==> src/rtl/p2l_multi.sv <==
// ---------------------------------------------------------------------------
// p2l_multi : N-channel pulse-to-level launcher, source side of a CDC
//             pulse crossing.
//
// Each single-cycle pulse on in[i] produces one toggle of out[i]. The
// destination domain returns the toggle on ack[i]. That acknowledge is
// resynchronised into clk1. While a request is in flight, new pulses are
// queued in a per-channel saturating counter. They are not lost.
//
// Parameters
//   NCH          number of independent channels
//   CNT_W        width of per-channel pending counter (max queued 2^CNT_W-1)
//   SYNC_STAGES  synchroniser depth on each ack bit (>= 2)
//
// Ports
//   clk1     source-domain clock
//   reset    asynchronous reset, active-low
//   in       single-cycle pulse per channel (clk1 domain)
//   ack      toggle acknowledge from the destination domain (asynchronous)
//   ovf_clr  clears the sticky overflow flag per channel
//   out      registered toggle level per channel
//   busy     request in flight or pulses pending
//   ovf      sticky: a pulse was dropped on a saturated counter
//   pend     pending count, channel i at [i*CNT_W +: CNT_W]
//   err      (P2L_PROTO_ERR_EN only) sticky: ack changed while channel idle
//
// Build option
//   P2L_PROTO_ERR_EN  adds the err output. Without it, a spurious ack seen
//                     while IDLE is silently ignored.
// ---------------------------------------------------------------------------
module p2l_multi #(
  parameter int NCH         = 4,
  parameter int CNT_W       = 3,
  parameter int SYNC_STAGES = 2
) (
  input  logic                 clk1,
  input  logic                 reset,
  input  logic [NCH-1:0]       in,
  input  logic [NCH-1:0]       ack,
  input  logic [NCH-1:0]       ovf_clr,
  output logic [NCH-1:0]       out,
  output logic [NCH-1:0]       busy,
  output logic [NCH-1:0]       ovf,
`ifdef P2L_PROTO_ERR_EN
  output logic [NCH-1:0]       err,
`endif
  output logic [NCH*CNT_W-1:0] pend
);

  localparam logic ST_IDLE = 1'b0;
  localparam logic ST_WAIT = 1'b1;

  localparam logic [CNT_W-1:0] CNT_MAX = '1;
  localparam logic [CNT_W-1:0] CNT_ONE = CNT_W'(1);

  // Queue one more pulse while waiting. A full counter holds its value.
  function automatic logic [CNT_W-1:0] sat_inc(input logic [CNT_W-1:0] c);
    return (c == CNT_MAX) ? c : c + CNT_ONE;
  endfunction

  // The launch consumes one entry, and a same-cycle pulse adds one back.
  // A launch only happens when c != 0 or p == 1, so this cannot underflow.
  function automatic logic [CNT_W-1:0] launch_cnt(input logic [CNT_W-1:0] c,
                                                  input logic             p);
    return p ? c : c - CNT_ONE;
  endfunction

  // ack synchroniser: ack_sync[0] sees the asynchronous input
  logic [NCH-1:0] ack_sync [SYNC_STAGES];
  logic [NCH-1:0] ack_s;

  always_ff @(posedge clk1 or negedge reset) begin
    if (!reset) begin
      for (int s = 0; s < SYNC_STAGES; s++) ack_sync[s] <= '0;
    end else begin
      ack_sync[0] <= ack;
      for (int s = 1; s < SYNC_STAGES; s++) ack_sync[s] <= ack_sync[s-1];
    end
  end

  assign ack_s = ack_sync[SYNC_STAGES-1];

`ifdef P2L_PROTO_ERR_EN
  // Previous synchronised ack, used to spot an ack edge arriving while idle
  logic [NCH-1:0] ack_s_d;
  logic [NCH-1:0] ack_chg;

  always_ff @(posedge clk1 or negedge reset) begin
    if (!reset) ack_s_d <= '0;
    else        ack_s_d <= ack_s;
  end

  assign ack_chg = ack_s ^ ack_s_d;
`endif

  for (genvar i = 0; i < NCH; i++) begin : g_ch
    logic             st;
    logic             tog;
    logic [CNT_W-1:0] cnt;
    logic             ov;
    logic             launch;
    logic             drop;
    logic             done;

    assign launch = (st == ST_IDLE) && (in[i] || (cnt != '0));
    assign drop   = (st == ST_WAIT) && in[i] && (cnt == CNT_MAX);
    assign done   = (st == ST_WAIT) && (ack_s[i] == tog);

    always_ff @(posedge clk1 or negedge reset) begin
      if (!reset) begin
        st  <= ST_IDLE;
        tog <= 1'b0;
        cnt <= '0;
        ov  <= 1'b0;
      end else begin
        if (st == ST_IDLE) begin
          // ack_s is not examined here, so a spurious ack while idle is ignored
          if (launch) begin
            tog <= ~tog;
            st  <= ST_WAIT;
            cnt <= launch_cnt(cnt, in[i]);
          end
        end else begin
          if (in[i]) cnt <= sat_inc(cnt);
          if (done)  st  <= ST_IDLE;
        end
        // a drop in the same cycle as a clear wins, so the loss stays visible
        if (drop)            ov <= 1'b1;
        else if (ovf_clr[i]) ov <= 1'b0;
      end
    end

    assign out[i]                  = tog;
    assign busy[i]                 = (st == ST_WAIT) || (cnt != '0);
    assign ovf[i]                  = ov;
    assign pend[i*CNT_W +: CNT_W]  = cnt;

`ifdef P2L_PROTO_ERR_EN
    logic er;

    always_ff @(posedge clk1 or negedge reset) begin
      if (!reset)                             er <= 1'b0;
      else if ((st == ST_IDLE) && ack_chg[i]) er <= 1'b1;
      else if (ovf_clr[i])                    er <= 1'b0;
    end

    assign err[i] = er;
`endif
  end

endmodule

==> config.mk <==
export PLATFORM = sky130hd
export DESIGN_NAME = p2l_multi
export DESIGN_NICKNAME = d
export VERILOG_FILES = /design/src/rtl/p2l_multi.sv
export SDC_FILE = /design/constraint.sdc
export NUM_CORES = 1
export LEC_CHECK = 0
export ABC_AREA = 1
export BUFFER_PORTS_ARGS = -buffer_cell sky130_fd_sc_hd__buf_2
export CAP_MARGIN = 40
export CELL_PAD_IN_SITES_DETAIL_PLACEMENT = 0
export CELL_PAD_IN_SITES_GLOBAL_PLACEMENT = 1
export CORE_UTILIZATION = 40
export DETAILED_ROUTE_END_ITERATION = 12
export PLACE_DENSITY = 0.77
export SLEW_MARGIN = 40
export SYNTH_ARGS = -nofsm -noshare
export SYNTH_HDL_FRONTEND = slang
export SYNTH_SLANG_ARGS = --single-unit
==> constraint.sdc <==
create_clock -name clk1 -period 1.6 [get_ports clk1]
set_clock_uncertainty 0.05 [all_clocks]
set_input_delay 0.24 -clock clk1 [delete_from_list [all_inputs] [get_ports clk1]]
set_output_delay 0.24 -clock clk1 [all_outputs]
set_load 0.02 [all_outputs]
==> flow_summary_export.csv <==
group,metric,value,unit
run_status,status,"completed",
synth,synth_edf_count,0,
drt,vias_per_cell,4.56,
synth,yosysTopAreaCell,"dfrtp_1",
clock_network,cts_resized,0,
finish,final_util,0.497,
worst_setup_path,crit_fanout,6,
worst_setup_path,cp_slowest_stage_delay,0.45,ns
timing,hold_violations,0,
worst_setup_path,required,1.31,ns
placed_design,numPortBuffers,37,
finish,syn_to_final_growth,18.0,%
clock_network,root_buffer,"clkbuf_8",
synth,syn_area,0.00170,mm2
clock_network,cts_hold_buf,1,
worst_setup_path,worst_setup_path_start_kind,"register",
synth,syn_avg_cell_area,9.12,um2
timing,finalSetupViolations,0,
placed_design,gp_congestion,0.722,
worst_setup_path,critPathKind,"reg2out",
synth,synth_cells,186,
synth,ys_warn_count,0,
worst_setup_path,critPathBufInv,1,
drt,post_drt_wl_per_cell,10.6,um
die,die_h,67.1,um
drt,routed_wl,2920,um
synth,async_reset_ff_frac,1.00,
grt,grt_util_all_layers,0.157,
finish,fin_nets,247,
power_and_ir_drop,leakage,1.08,nW
worst_setup_path,crit_slowest_cell,"dfrtp_1",
drt,drtPass1Iterations,4,
worst_setup_path,end_kind,"primary output",
finish,drive_above_1_share,0.280,
synth,synth-main-ff-cell,"dfrtp_1",
clock_network,cts.clk_slew.worst_paths,0.07,ns
synth,ys_types,16,
placed_design,placed_cells,266,
timing,period_share,0.913,
timing,max_slew_margin,0.852,
timing,fin_hold_ws,0.0175,ns
clock_network,htreeDepth,2,
synth,yosys_register_bits,32,
drt,drcViolationCount,0,
grt,grt_max_degree,33,
timing,period_minus_slack,1.46,ns
timing,rsz0062_at_grt,"false",
synth,ys_seq_area_frac,0.472,
clock_network,post-cts-setup-buffer-count,0,
synth,netlist.area_leader.share,0.472,
timing,tightest_slew,0.221,ns
timing,fin_tns_setup,0,ns
die,io_pins,38,
drt,via_count,1254,
worst_setup_path,arrival,1.17,ns
power_and_ir_drop,p_per_area,2210,mW/mm2
synth,syn-num-nets,208,
clock_network,cts_sinks,32,
placed_design,dp_hpwl,2150,um
clock_network,cts_made_buffers,5,
grt,antenna_found_initial,0,
die,initial_core_util,0.421,
die,die-area,0.00451,mm2
run,maxCapViolCount,0,
synth,ys_top_cells_by_area,"dfrtp_1 47%, nand2_1 11%, nand3_1 6.5%, nand2_4 6.0%, inv_1 5.8%",
worst_setup_path,crit_family,"flip-flops",
clock_network,cts_buffer_depth,2,
grt,grt_pass1_vias,1164,
grt,grt_overflow,0,
clock_network,insertion_delay,0.28,ns
synth,synthTopCellsByCount,"48 x nand2_1, 32 x dfrtp_1, 26 x inv_1",
finish,antennaDiodeCount,0,
die,num_rows,23,
worst_setup_path,r2r_setup_slack,0.17,ns
power_and_ir_drop,vdd_drop_max,941,uV
synth,synth.most_common_cell,"nand2_1",
drt,drtIter0Drc,51,
grt,grt_pass1_wl,5180,um
timing,clock.fmax,685,MHz
clock_network,cts_tree,"built",
die,chipWidth,67.1,um
worst_setup_path,crit_path_cell_trace,"nor2_1 > nand3_1 > buf_2",
drt,drtAntennaViolNets,0,
die,core_area,0.00403,mm2
min_path,worstHoldPathType,"in2reg",
finish,layout.cells.non_filler,275,
timing,drv_slew,0,
## worst register-to-register path: cells and delay by family, from the launching register on
family	cells	cell delay, ns
adder cells (fa/ha/maj)	1	0.45
flip-flops	1	0.44
AND/OR/NAND/NOR	6	0.36
buffers and inverters	1	0.06
## path summary, 6_finish.rpt
check / from / to / cells past startpoint
max: g_ch[3].cnt[0]$_DFFE_PN0P_ / busy[3] / 3
min: ack[3] / ack_sync[7]$_DFF_PN0_ / 1
min in group asynchronous: reset / g_ch[3].cnt[2]$_DFFE_PN0P_ / 3
min reg2reg: ack_sync[6]$_DFF_PN0_ / ack_s[2]$_DFF_PN0_ / 0
max reg2reg: g_ch[0].cnt[0]$_DFFE_PN0P_ / g_ch[0].cnt[2]$_DFFE_PN0P_ / 8
max in group asynchronous: reset / g_ch[2].ov$_DFFE_PN0P_ / 3
## through the flow
stage	power [mW]	setup WS (ns)	instance area [um2]
5_1_grt	4.89	0.0299	2000
6_report	4.42	0.139	2000
4_1_cts	4.49	0.111	1990
3_3_place_gp	3.86	0.206	1900
3_5_place_dp	3.89	0.182	1900
2_1_floorplan	3.38	0.147	1700
## routing by layer
layer  GRT usage  routed length, um
met3      0.0514                140
met2       0.228               1270
met1       0.209               1470
met4      0.0718                 35
met5           0                  0
## flip-flops by register name, summed over array words and instances (netlist names)
name      flops
g_ch.st       4
ack_sync      4
ack_s         4
g_ch.tog      4
g_ch.ov       4
g_ch.cnt     12
## cell families after synthesis
family | after synthesis | share of synthesized area
AOI/OAI and AO/OA | 8 | 0.0265
xor gates and xnor gates | 8 | 0.0413
adders and majority gates | 8 | 0.0767
buffers and inverters | 38 | 0.102
DFF | 32 | 0.472
and+or+nand+nor | 92 | 0.282
## report_power, final
| part | internal (mW) | switching (mW) |
|---|---|---|
| registers | 1.11 | 0.379 |
| logic | 0.912 | 1.45 |
| clock network | 0.295 | 0.272 |
| total | 2.32 | 2.10 |
## final cells by class
type / count / area [um2]
timing repair buffer: 40 / 225
inverter: 30 / 113
sequential: 32 / 801
fill: 416 / 2030
clock inverter: 1 / 5.00
clock buffer: 6 / 72.6
tap: 50 / 62.6
multi-input combinational: 116 / 723
## placed cells by master (no fill, tap or decap), drive strengths merged
master / synthesis / final
nand2: 60 / 60
buf: 8 / 38
dfrtp: 32 / 32
inv: 30 / 30
nand3: 25 / 25
xnor2: 8 / 8
clkbuf: 0 / 6
nor2: 4 / 4
o21ai: 4 / 4
o22ai: 4 / 4
fa: 4 / 4
ha: 4 / 4
nand3b: 3 / 3
dlygate4sd3: 0 / 2
clkinv: 0 / 1
Note: power is estimated with default switching activity, not from simulation.
